[src/rtl/mem_arbiter_if.sv]
// Signal bundle between mem_arbiter and its fetch port, data port and memory.
// The arbiter connects through the slave modport; the surroundings use master.
interface mem_arbiter_if;
  logic        if_req;
  logic [29:0] if_addr;
  logic        if_flush;
  logic        if_gnt;
  logic        if_done;

  logic        d_req;
  logic        d_we;
  logic [29:0] d_addr;
  logic [31:0] d_wdata;
  logic [3:0]  d_wmask;
  logic        d_gnt;
  logic        d_done;

  logic [31:0] rdata;

  logic        mem_req;
  logic        mem_we;
  logic [29:0] mem_addr;
  logic [31:0] mem_wdata;
  logic [3:0]  mem_wmask;
  logic        mem_ready;
  logic        mem_rvalid;
  logic [31:0] mem_rdata;

  modport slave (
    input  if_req, if_addr, if_flush,
    input  d_req, d_we, d_addr, d_wdata, d_wmask,
    input  mem_ready, mem_rvalid, mem_rdata,
    output if_gnt, if_done, d_gnt, d_done, rdata,
    output mem_req, mem_we, mem_addr, mem_wdata, mem_wmask
  );

  modport master (
    output if_req, if_addr, if_flush,
    output d_req, d_we, d_addr, d_wdata, d_wmask,
    output mem_ready, mem_rvalid, mem_rdata,
    input  if_gnt, if_done, d_gnt, d_done, rdata,
    input  mem_req, mem_we, mem_addr, mem_wdata, mem_wmask
  );
endinterface

[src/rtl/mem_arbiter.sv]
// Single-outstanding arbiter between an instruction-fetch port and a load/store
// port onto one memory bus; data wins unless fetch has been passed over 4 times.
module mem_arbiter (
  input  logic         clk,
  input  logic         rst,
  mem_arbiter_if.slave bus
);

  typedef enum logic [1:0] {
    ST_IDLE = 2'd0,
    ST_REQ  = 2'd1,
    ST_WAIT = 2'd2
  } state_e;

  typedef enum logic {
    OWN_IF = 1'b0,
    OWN_D  = 1'b1
  } owner_e;

  state_e      state_q, state_d;
  owner_e      owner_q, owner_d;
  logic        write_q, write_d;
  logic        drop_q, drop_d;
  logic [2:0]  starve_q, starve_d;
  logic        mem_req_q, mem_req_d;
  logic        mem_we_q, mem_we_d;
  logic [29:0] mem_addr_q, mem_addr_d;
  logic [31:0] mem_wdata_q, mem_wdata_d;
  logic [3:0]  mem_wmask_q, mem_wmask_d;
  logic [31:0] rdata_q, rdata_d;
  logic        if_done_q, if_done_d;
  logic        d_done_q, d_done_d;
  logic        grant_if, grant_d, may_grant;

  always_comb begin
    // NOTE: every signal written here gets a default first, so no path can infer a latch.
    state_d     = state_q;
    owner_d     = owner_q;
    write_d     = write_q;
    drop_d      = drop_q;
    starve_d    = starve_q;
    mem_req_d   = mem_req_q;
    mem_we_d    = mem_we_q;
    mem_addr_d  = mem_addr_q;
    mem_wdata_d = mem_wdata_q;
    mem_wmask_d = mem_wmask_q;
    rdata_d     = rdata_q;
    if_done_d   = 1'b0;
    d_done_d    = 1'b0;
    grant_if    = 1'b0;
    grant_d     = 1'b0;

    // The completion cycle (raw done, even if suppressed) is never a grant cycle.
    may_grant = !rst && (state_q == ST_IDLE) && !if_done_q && !d_done_q;
    if (may_grant) begin
      if (bus.if_req && (starve_q == 3'd4 || !bus.d_req)) begin
        grant_if = 1'b1;
      end else if (bus.d_req) begin
        grant_d = 1'b1;
      end
    end

    if (!bus.if_req || grant_if) begin
      starve_d = 3'd0;
    end else if (grant_d && starve_q != 3'd4) begin
      starve_d = starve_q + 3'd1;
    end

    case (state_q)
      ST_IDLE: begin
        if (grant_if) begin
          owner_d     = OWN_IF;
          write_d     = 1'b0;
          drop_d      = 1'b0;
          mem_req_d   = 1'b1;
          mem_we_d    = 1'b0;
          mem_addr_d  = bus.if_addr;
          mem_wdata_d = '0;
          mem_wmask_d = '0;
          state_d     = ST_REQ;
        end else if (grant_d) begin
          owner_d     = OWN_D;
          write_d     = bus.d_we;
          drop_d      = 1'b0;
          mem_req_d   = 1'b1;
          mem_we_d    = bus.d_we;
          mem_addr_d  = bus.d_addr;
          mem_wdata_d = bus.d_wdata;
          mem_wmask_d = bus.d_wmask;
          state_d     = ST_REQ;
        end
      end
      ST_REQ: begin
        if (bus.mem_ready) begin
          mem_req_d = 1'b0;
          if (write_q) begin
            d_done_d = 1'b1;
            state_d  = ST_IDLE;
          end else begin
            state_d  = ST_WAIT;
          end
        end
      end
      ST_WAIT: begin
        if (bus.mem_rvalid) begin
          rdata_d = bus.mem_rdata;
          if (owner_q == OWN_IF) begin
            if_done_d = 1'b1;
          end else begin
            d_done_d  = 1'b1;
          end
          state_d = ST_IDLE;
        end
      end
      default: state_d = ST_IDLE;
    endcase

    // A taken branch orphans the fetch in flight; the bus side still completes.
    if (bus.if_flush && owner_q == OWN_IF && state_q != ST_IDLE) begin
      drop_d = 1'b1;
    end
  end

  always_ff @(posedge clk) begin
    // NOTE: non-blocking assignments so every register samples pre-edge values.
    if (rst) begin
      state_q     <= ST_IDLE;
      owner_q     <= OWN_IF;
      write_q     <= 1'b0;
      drop_q      <= 1'b0;
      starve_q    <= 3'd0;
      mem_req_q   <= 1'b0;
      mem_we_q    <= 1'b0;
      mem_addr_q  <= '0;
      mem_wdata_q <= '0;
      mem_wmask_q <= '0;
      rdata_q     <= '0;
      if_done_q   <= 1'b0;
      d_done_q    <= 1'b0;
    end else begin
      state_q     <= state_d;
      owner_q     <= owner_d;
      write_q     <= write_d;
      drop_q      <= drop_d;
      starve_q    <= starve_d;
      mem_req_q   <= mem_req_d;
      mem_we_q    <= mem_we_d;
      mem_addr_q  <= mem_addr_d;
      mem_wdata_q <= mem_wdata_d;
      mem_wmask_q <= mem_wmask_d;
      rdata_q     <= rdata_d;
      if_done_q   <= if_done_d;
      d_done_q    <= d_done_d;
    end
  end

  assign bus.if_gnt    = grant_if;
  assign bus.d_gnt     = grant_d;
  assign bus.if_done   = if_done_q & ~drop_q & ~bus.if_flush;
  assign bus.d_done    = d_done_q;
  assign bus.rdata     = rdata_q;
  assign bus.mem_req   = mem_req_q;
  assign bus.mem_we    = mem_we_q;
  assign bus.mem_addr  = mem_addr_q;
  assign bus.mem_wdata = mem_wdata_q;
  assign bus.mem_wmask = mem_wmask_q;

endmodule
[src/flat_wrapper.sv]
// flat-port wrapper written by rule: the top's interface ports become plain ports
module mem_arbiter_flat 
  (clk, rst, bus_if_req, bus_if_addr, bus_if_flush, bus_d_req, bus_d_we, bus_d_addr, bus_d_wdata, bus_d_wmask, bus_mem_ready, bus_mem_rvalid, bus_mem_rdata, bus_if_gnt, bus_if_done, bus_d_gnt, bus_d_done, bus_rdata, bus_mem_req, bus_mem_we, bus_mem_addr, bus_mem_wdata, bus_mem_wmask);
  mem_arbiter_if bus_i ();
  input  logic clk;
  input  logic rst;
  input wire logic [$bits(bus_i.if_req)-1:0] bus_if_req;
  input wire logic [$bits(bus_i.if_addr)-1:0] bus_if_addr;
  input wire logic [$bits(bus_i.if_flush)-1:0] bus_if_flush;
  input wire logic [$bits(bus_i.d_req)-1:0] bus_d_req;
  input wire logic [$bits(bus_i.d_we)-1:0] bus_d_we;
  input wire logic [$bits(bus_i.d_addr)-1:0] bus_d_addr;
  input wire logic [$bits(bus_i.d_wdata)-1:0] bus_d_wdata;
  input wire logic [$bits(bus_i.d_wmask)-1:0] bus_d_wmask;
  input wire logic [$bits(bus_i.mem_ready)-1:0] bus_mem_ready;
  input wire logic [$bits(bus_i.mem_rvalid)-1:0] bus_mem_rvalid;
  input wire logic [$bits(bus_i.mem_rdata)-1:0] bus_mem_rdata;
  output wire logic [$bits(bus_i.if_gnt)-1:0] bus_if_gnt;
  output wire logic [$bits(bus_i.if_done)-1:0] bus_if_done;
  output wire logic [$bits(bus_i.d_gnt)-1:0] bus_d_gnt;
  output wire logic [$bits(bus_i.d_done)-1:0] bus_d_done;
  output wire logic [$bits(bus_i.rdata)-1:0] bus_rdata;
  output wire logic [$bits(bus_i.mem_req)-1:0] bus_mem_req;
  output wire logic [$bits(bus_i.mem_we)-1:0] bus_mem_we;
  output wire logic [$bits(bus_i.mem_addr)-1:0] bus_mem_addr;
  output wire logic [$bits(bus_i.mem_wdata)-1:0] bus_mem_wdata;
  output wire logic [$bits(bus_i.mem_wmask)-1:0] bus_mem_wmask;
  assign bus_i.if_req = bus_if_req;
  assign bus_i.if_addr = bus_if_addr;
  assign bus_i.if_flush = bus_if_flush;
  assign bus_i.d_req = bus_d_req;
  assign bus_i.d_we = bus_d_we;
  assign bus_i.d_addr = bus_d_addr;
  assign bus_i.d_wdata = bus_d_wdata;
  assign bus_i.d_wmask = bus_d_wmask;
  assign bus_i.mem_ready = bus_mem_ready;
  assign bus_i.mem_rvalid = bus_mem_rvalid;
  assign bus_i.mem_rdata = bus_mem_rdata;
  assign bus_if_gnt = bus_i.if_gnt;
  assign bus_if_done = bus_i.if_done;
  assign bus_d_gnt = bus_i.d_gnt;
  assign bus_d_done = bus_i.d_done;
  assign bus_rdata = bus_i.rdata;
  assign bus_mem_req = bus_i.mem_req;
  assign bus_mem_we = bus_i.mem_we;
  assign bus_mem_addr = bus_i.mem_addr;
  assign bus_mem_wdata = bus_i.mem_wdata;
  assign bus_mem_wmask = bus_i.mem_wmask;
  mem_arbiter u_core (.clk(clk), .rst(rst), .bus(bus_i));
endmodule
[config.mk]
export PLATFORM = sky130hd
export DESIGN_NAME = mem_arbiter_flat
export DESIGN_NICKNAME = d
export VERILOG_FILES = /design/src/rtl/mem_arbiter_if.sv /design/src/rtl/mem_arbiter.sv /design/src/flat_wrapper.sv
export SDC_FILE = /design/constraint.sdc
export NUM_CORES = 1
export LEC_CHECK = 0
export ABC_CLOCK_PERIOD_IN_PS = 5150
export BUFFER_PORTS_ARGS = -buffer_cell sky130_fd_sc_hd__buf_2
export CAP_MARGIN = 15
export CORE_MARGIN = 2
export CORE_UTILIZATION = 30
export DETAILED_ROUTE_END_ITERATION = 12
export GPL_ROUTABILITY_DRIVEN = 1
export GPL_TIMING_DRIVEN = 0
export PLACE_DENSITY = 0.68
export RECOVER_POWER = 25
export SETUP_SLACK_MARGIN = 0.2
export SLEW_MARGIN = 30
export SYNTH_ARGS = -nofsm -noshare
export SYNTH_HDL_FRONTEND = slang
export SYNTH_SLANG_ARGS = --single-unit
[constraint.sdc]
create_clock -name clk -period 5.15 [get_ports clk]
set_clock_uncertainty 0.15 [all_clocks]
set_input_delay 1.03 -clock clk [delete_from_list [all_inputs] [get_ports clk]]
set_output_delay 1.03 -clock clk [all_outputs]
set_load 0.02 [all_outputs]
==> summary.md <==
| Metric | Value |
|---|---|
| Crit Path Max Fanout | `10` |
| Commonest non-fill, non-tap cell in the layout | `buf_2` |
| Worst EP arrival | `2.61 ns` |
| Cell Area, Synth | `0.004161 sq mm` |
| Worst-Margin Slew | `between 0.8 and 0.9 ns` |
| Crit Path Class | `in -> out` |
| Worst r2r dst | `u_core.drop_q` |
| Iteration count of the initial detailed-routing pass | `4` |
| Post-Syn Area per Cell | `8.407 sq um` |
| # fillers | `1,492` |
| Initial antenna violation count | `0` |
| Routed WL | `between 10,000 and 15,000 um` |
| DRC violation total after the first TritonRoute iteration | `150` |
| RSZ-0062 raised after global routing | `no` |
| Die ar. | `0.01483 sq mm` |
| Final-report hold violation count | `0` |
| IO Port Bufs | `239` |
| Post-cts sizing count | `0` |
| Distinct cells, synth | `31` |
| Period utilization | `0.7356` |
| Ant diodes | `0` |
| Die Y | `between 100 and 150 um` |
| Root buffer cell | `clkbuf_16` |
| Worst hold stages | `2` |
| GRT overflow | `0` |
| HP Start | `u_core.bus.rdata[31]` |
| DRC violations left | `0` |
| CTS Hold Bufs | `0` |
| CTS clk-pin slew, worst paths | `about 0.080 ns` |
| PwrDens | `422.9 mW/mm^2` |
| Reg2Reg Setup Slack | `2.51 ns` |
| Area share of the largest cell type after synthesis | `0.5244` |
| Max H-tree Level | `3` |
| First-pass GRT wire length | `19,820 um` |
| Post-Syn Nets | `637` |
| Register share of total power | `0.410` |
| Post-synth EDFFs | `0` |
| Worst ir drop on vdd | `between 0.00015 and 0.0002 V` |
| Fin. max-slew vios | `0` |
| # IOs | `240` |
| CP required | `about 4.0 ns` |
| Clock Latency Late Sink | `0.34 ns` |
| Core area | `roughly 0.014 sq mm` |
| CP Capture Type | `primary output` |
| Final period demand of the worst path | `3.789 ns` |
| Int Pwr | `1648 uW` |
| R2r worst-path depth | `7` |
| Initial Util | `0.3033` |
| Yosys top cell by area | `dfxtp_1` |
| CTS tree | `done` |
| Design Area, Final | `between 0.005 and 0.006 sq mm` |
| All-Layer GR Usage | `0.1680` |
| Outcome | `finished, final reports clean` |
| P_leak | `0.002565 uW` |
| CP startpoint kind | `primary input` |
| Sink Count | `between 100 and 150` |
| Pin count of the biggest net entering global routing | `19` |
| Hold EP | `u_core.bus.rdata[31]` |
| Placed inst area | `0.005583 sq mm` |
| #FFs+latches synth | `~110` |
| GPL Wtd Cong | `0.7459` |
| Worst reg2reg startpoint | `u_core.state_q[0]` |
| Most frequent cells in the layout | `buf_2, dfxtp_1, nand2_1, clkbuf_1, nor2_1` |
| Cell count after synthesis | `between 400 and 500` |
| Worst Hold Slack | `0.3063 ns` |
| Synth top area cells | `dfxtp_1, nand2_1, a21oi_1` |
| Min-Delay Path Class | `reg -> reg` |
| Final HPWL DP | `approximately 9400 um` |
| Post-CTS Setup Bufs | `0` |
| Sequential area share after synthesis | `0.5244` |
| Gate power share | `0.280` |
| Vias in the first global route | `3,941` |
| Maxcap violations | `0` |
| Chip width | `121.8 um` |
| FP Rows | `43` |
| Routed len/inst | `13.56 um` |
| CTS buffer count | `9` |
| Synth warn | `0` |
| Ys async rst share | `0` |
| Psw | `between 800 and 900 uW` |
| Area delta synth->final | `40.53%` |
| Main synth FF type | `dfxtp_1` |
| Layout cells sized above 1 | `0.2880` |
| Total negative slack | `0 ns` |
| Maximum clock rate | `0.2640 GHz` |
| Via density | `4.594` |
| Routed via count | `4,272` |
| Switching part of the total | `0.3334` |
| Relative slew slack | `0.4439` |
| Clock group share of total power | `0.311` |
| Setup-failing EPs final | `0` |
| Nets | `a little under 900` |
| Clock Path Buffers | `2` |
| Post-route ant nets | `0` |
-- power groups by stage --
stage / Clock (uW) / Sequential (uW) / Combinational (uW)
finish: 769 / 1010 / 692
floorplan: 0 / 1150 / 338
global placement: 0 / 1030 / 713
detailed placement: 0 / 1030 / 716
global route: 828 / 1030 / 772
CTS: 797 / 1010 / 716
-- state kept, by name, summed over array words and instances, names as in the netlist, 2 cells and up --
signal / flops
u_core.bus.rdata: 32
u_core.bus.mem_addr: 30
u_core.bus.mem_wdata: 32
u_core.starve_q: 3
u_core.bus.mem_wmask: 4
u_core.state_q: 2
-- layout make-up --
cell class	count	area, sq um	area share
clock inverters	6	93.84	0.01605
well taps	180	225.2	0.03851
multi-input cells	341	1768	0.3023
flip-flops and latches	109	2182	0.3731
plain buffers	39	185.2	0.03166
clock buffers	10	239.0	0.04086
inverters	6	22.52	0.003851
repair buffers	239	1132	0.1936
-- cell usage after synthesis, types with 2 or more instances --
cell        n
buf_1       2
a211oi_1   30
a22oi_1    39
nand2b_1    4
clkbuf_1   28
dfxtp_1   109
buf_2       4
nor3b_1     2
nor2_1     77
buf_6       4
ha_1        6
nand3b_1    2
mux2i_1     2
inv_1       6
a21oi_1    65
and2_1      2
nand2_1    99
-- worst max path at each step --
stage	start	end	depth (start not counted)
2_1_floorplan	rst	bus_d_gnt	3
3_3_place_gp	rst	bus_d_gnt	5
3_5_place_dp	rst	bus_d_gnt	5
4_1_cts	rst	bus_d_gnt	5
5_1_grt	u_core.state_q[1]	bus_d_gnt	6
6_report	rst	bus_d_gnt	5
-- stage by stage --
stage          setup WS (ns)    util  total power [uW]  instances
3_3_place_gp           1.387  0.4069              1739        914
6_report               1.361  0.4263              2473        930
2_1_floorplan          1.929       -              1491        495
5_1_grt                1.228  0.4263              2625        930
4_1_cts                1.391  0.4312              2524        930
3_5_place_dp           1.396  0.4069              1744        914
-- cells by family after synthesis --
| logic type | count (synthesis) | synth area share |
|---|---|---|
| AO/OA/AOI/OAI | 141 | 0.2165 |
| adder cells (fa/ha/maj) | 6 | 0.01804 |
| buffers and inverters | 45 | 0.04991 |
| flip-flops | 109 | 0.5244 |
| multiplexers | 2 | 0.004811 |
| AND/OR/NAND/NOR | 192 | 0.1864 |
-- routing by layer --
layer  track usage  up-vias  wire [um]
li1              -     2191          -
met4       0.06394        0        223
met5             0        -          0
met2        0.2643      162       5677
met3       0.03839       13        904
met1        0.2244     1906       5801
-- critical path, stage by stage --
cell and delay (ns):
buf_2 0.12, or4b_1 0.58, a211oi_2 0.37, buf_2 0.30, buf_2 0.21
(Power assumes the default switching activity.)
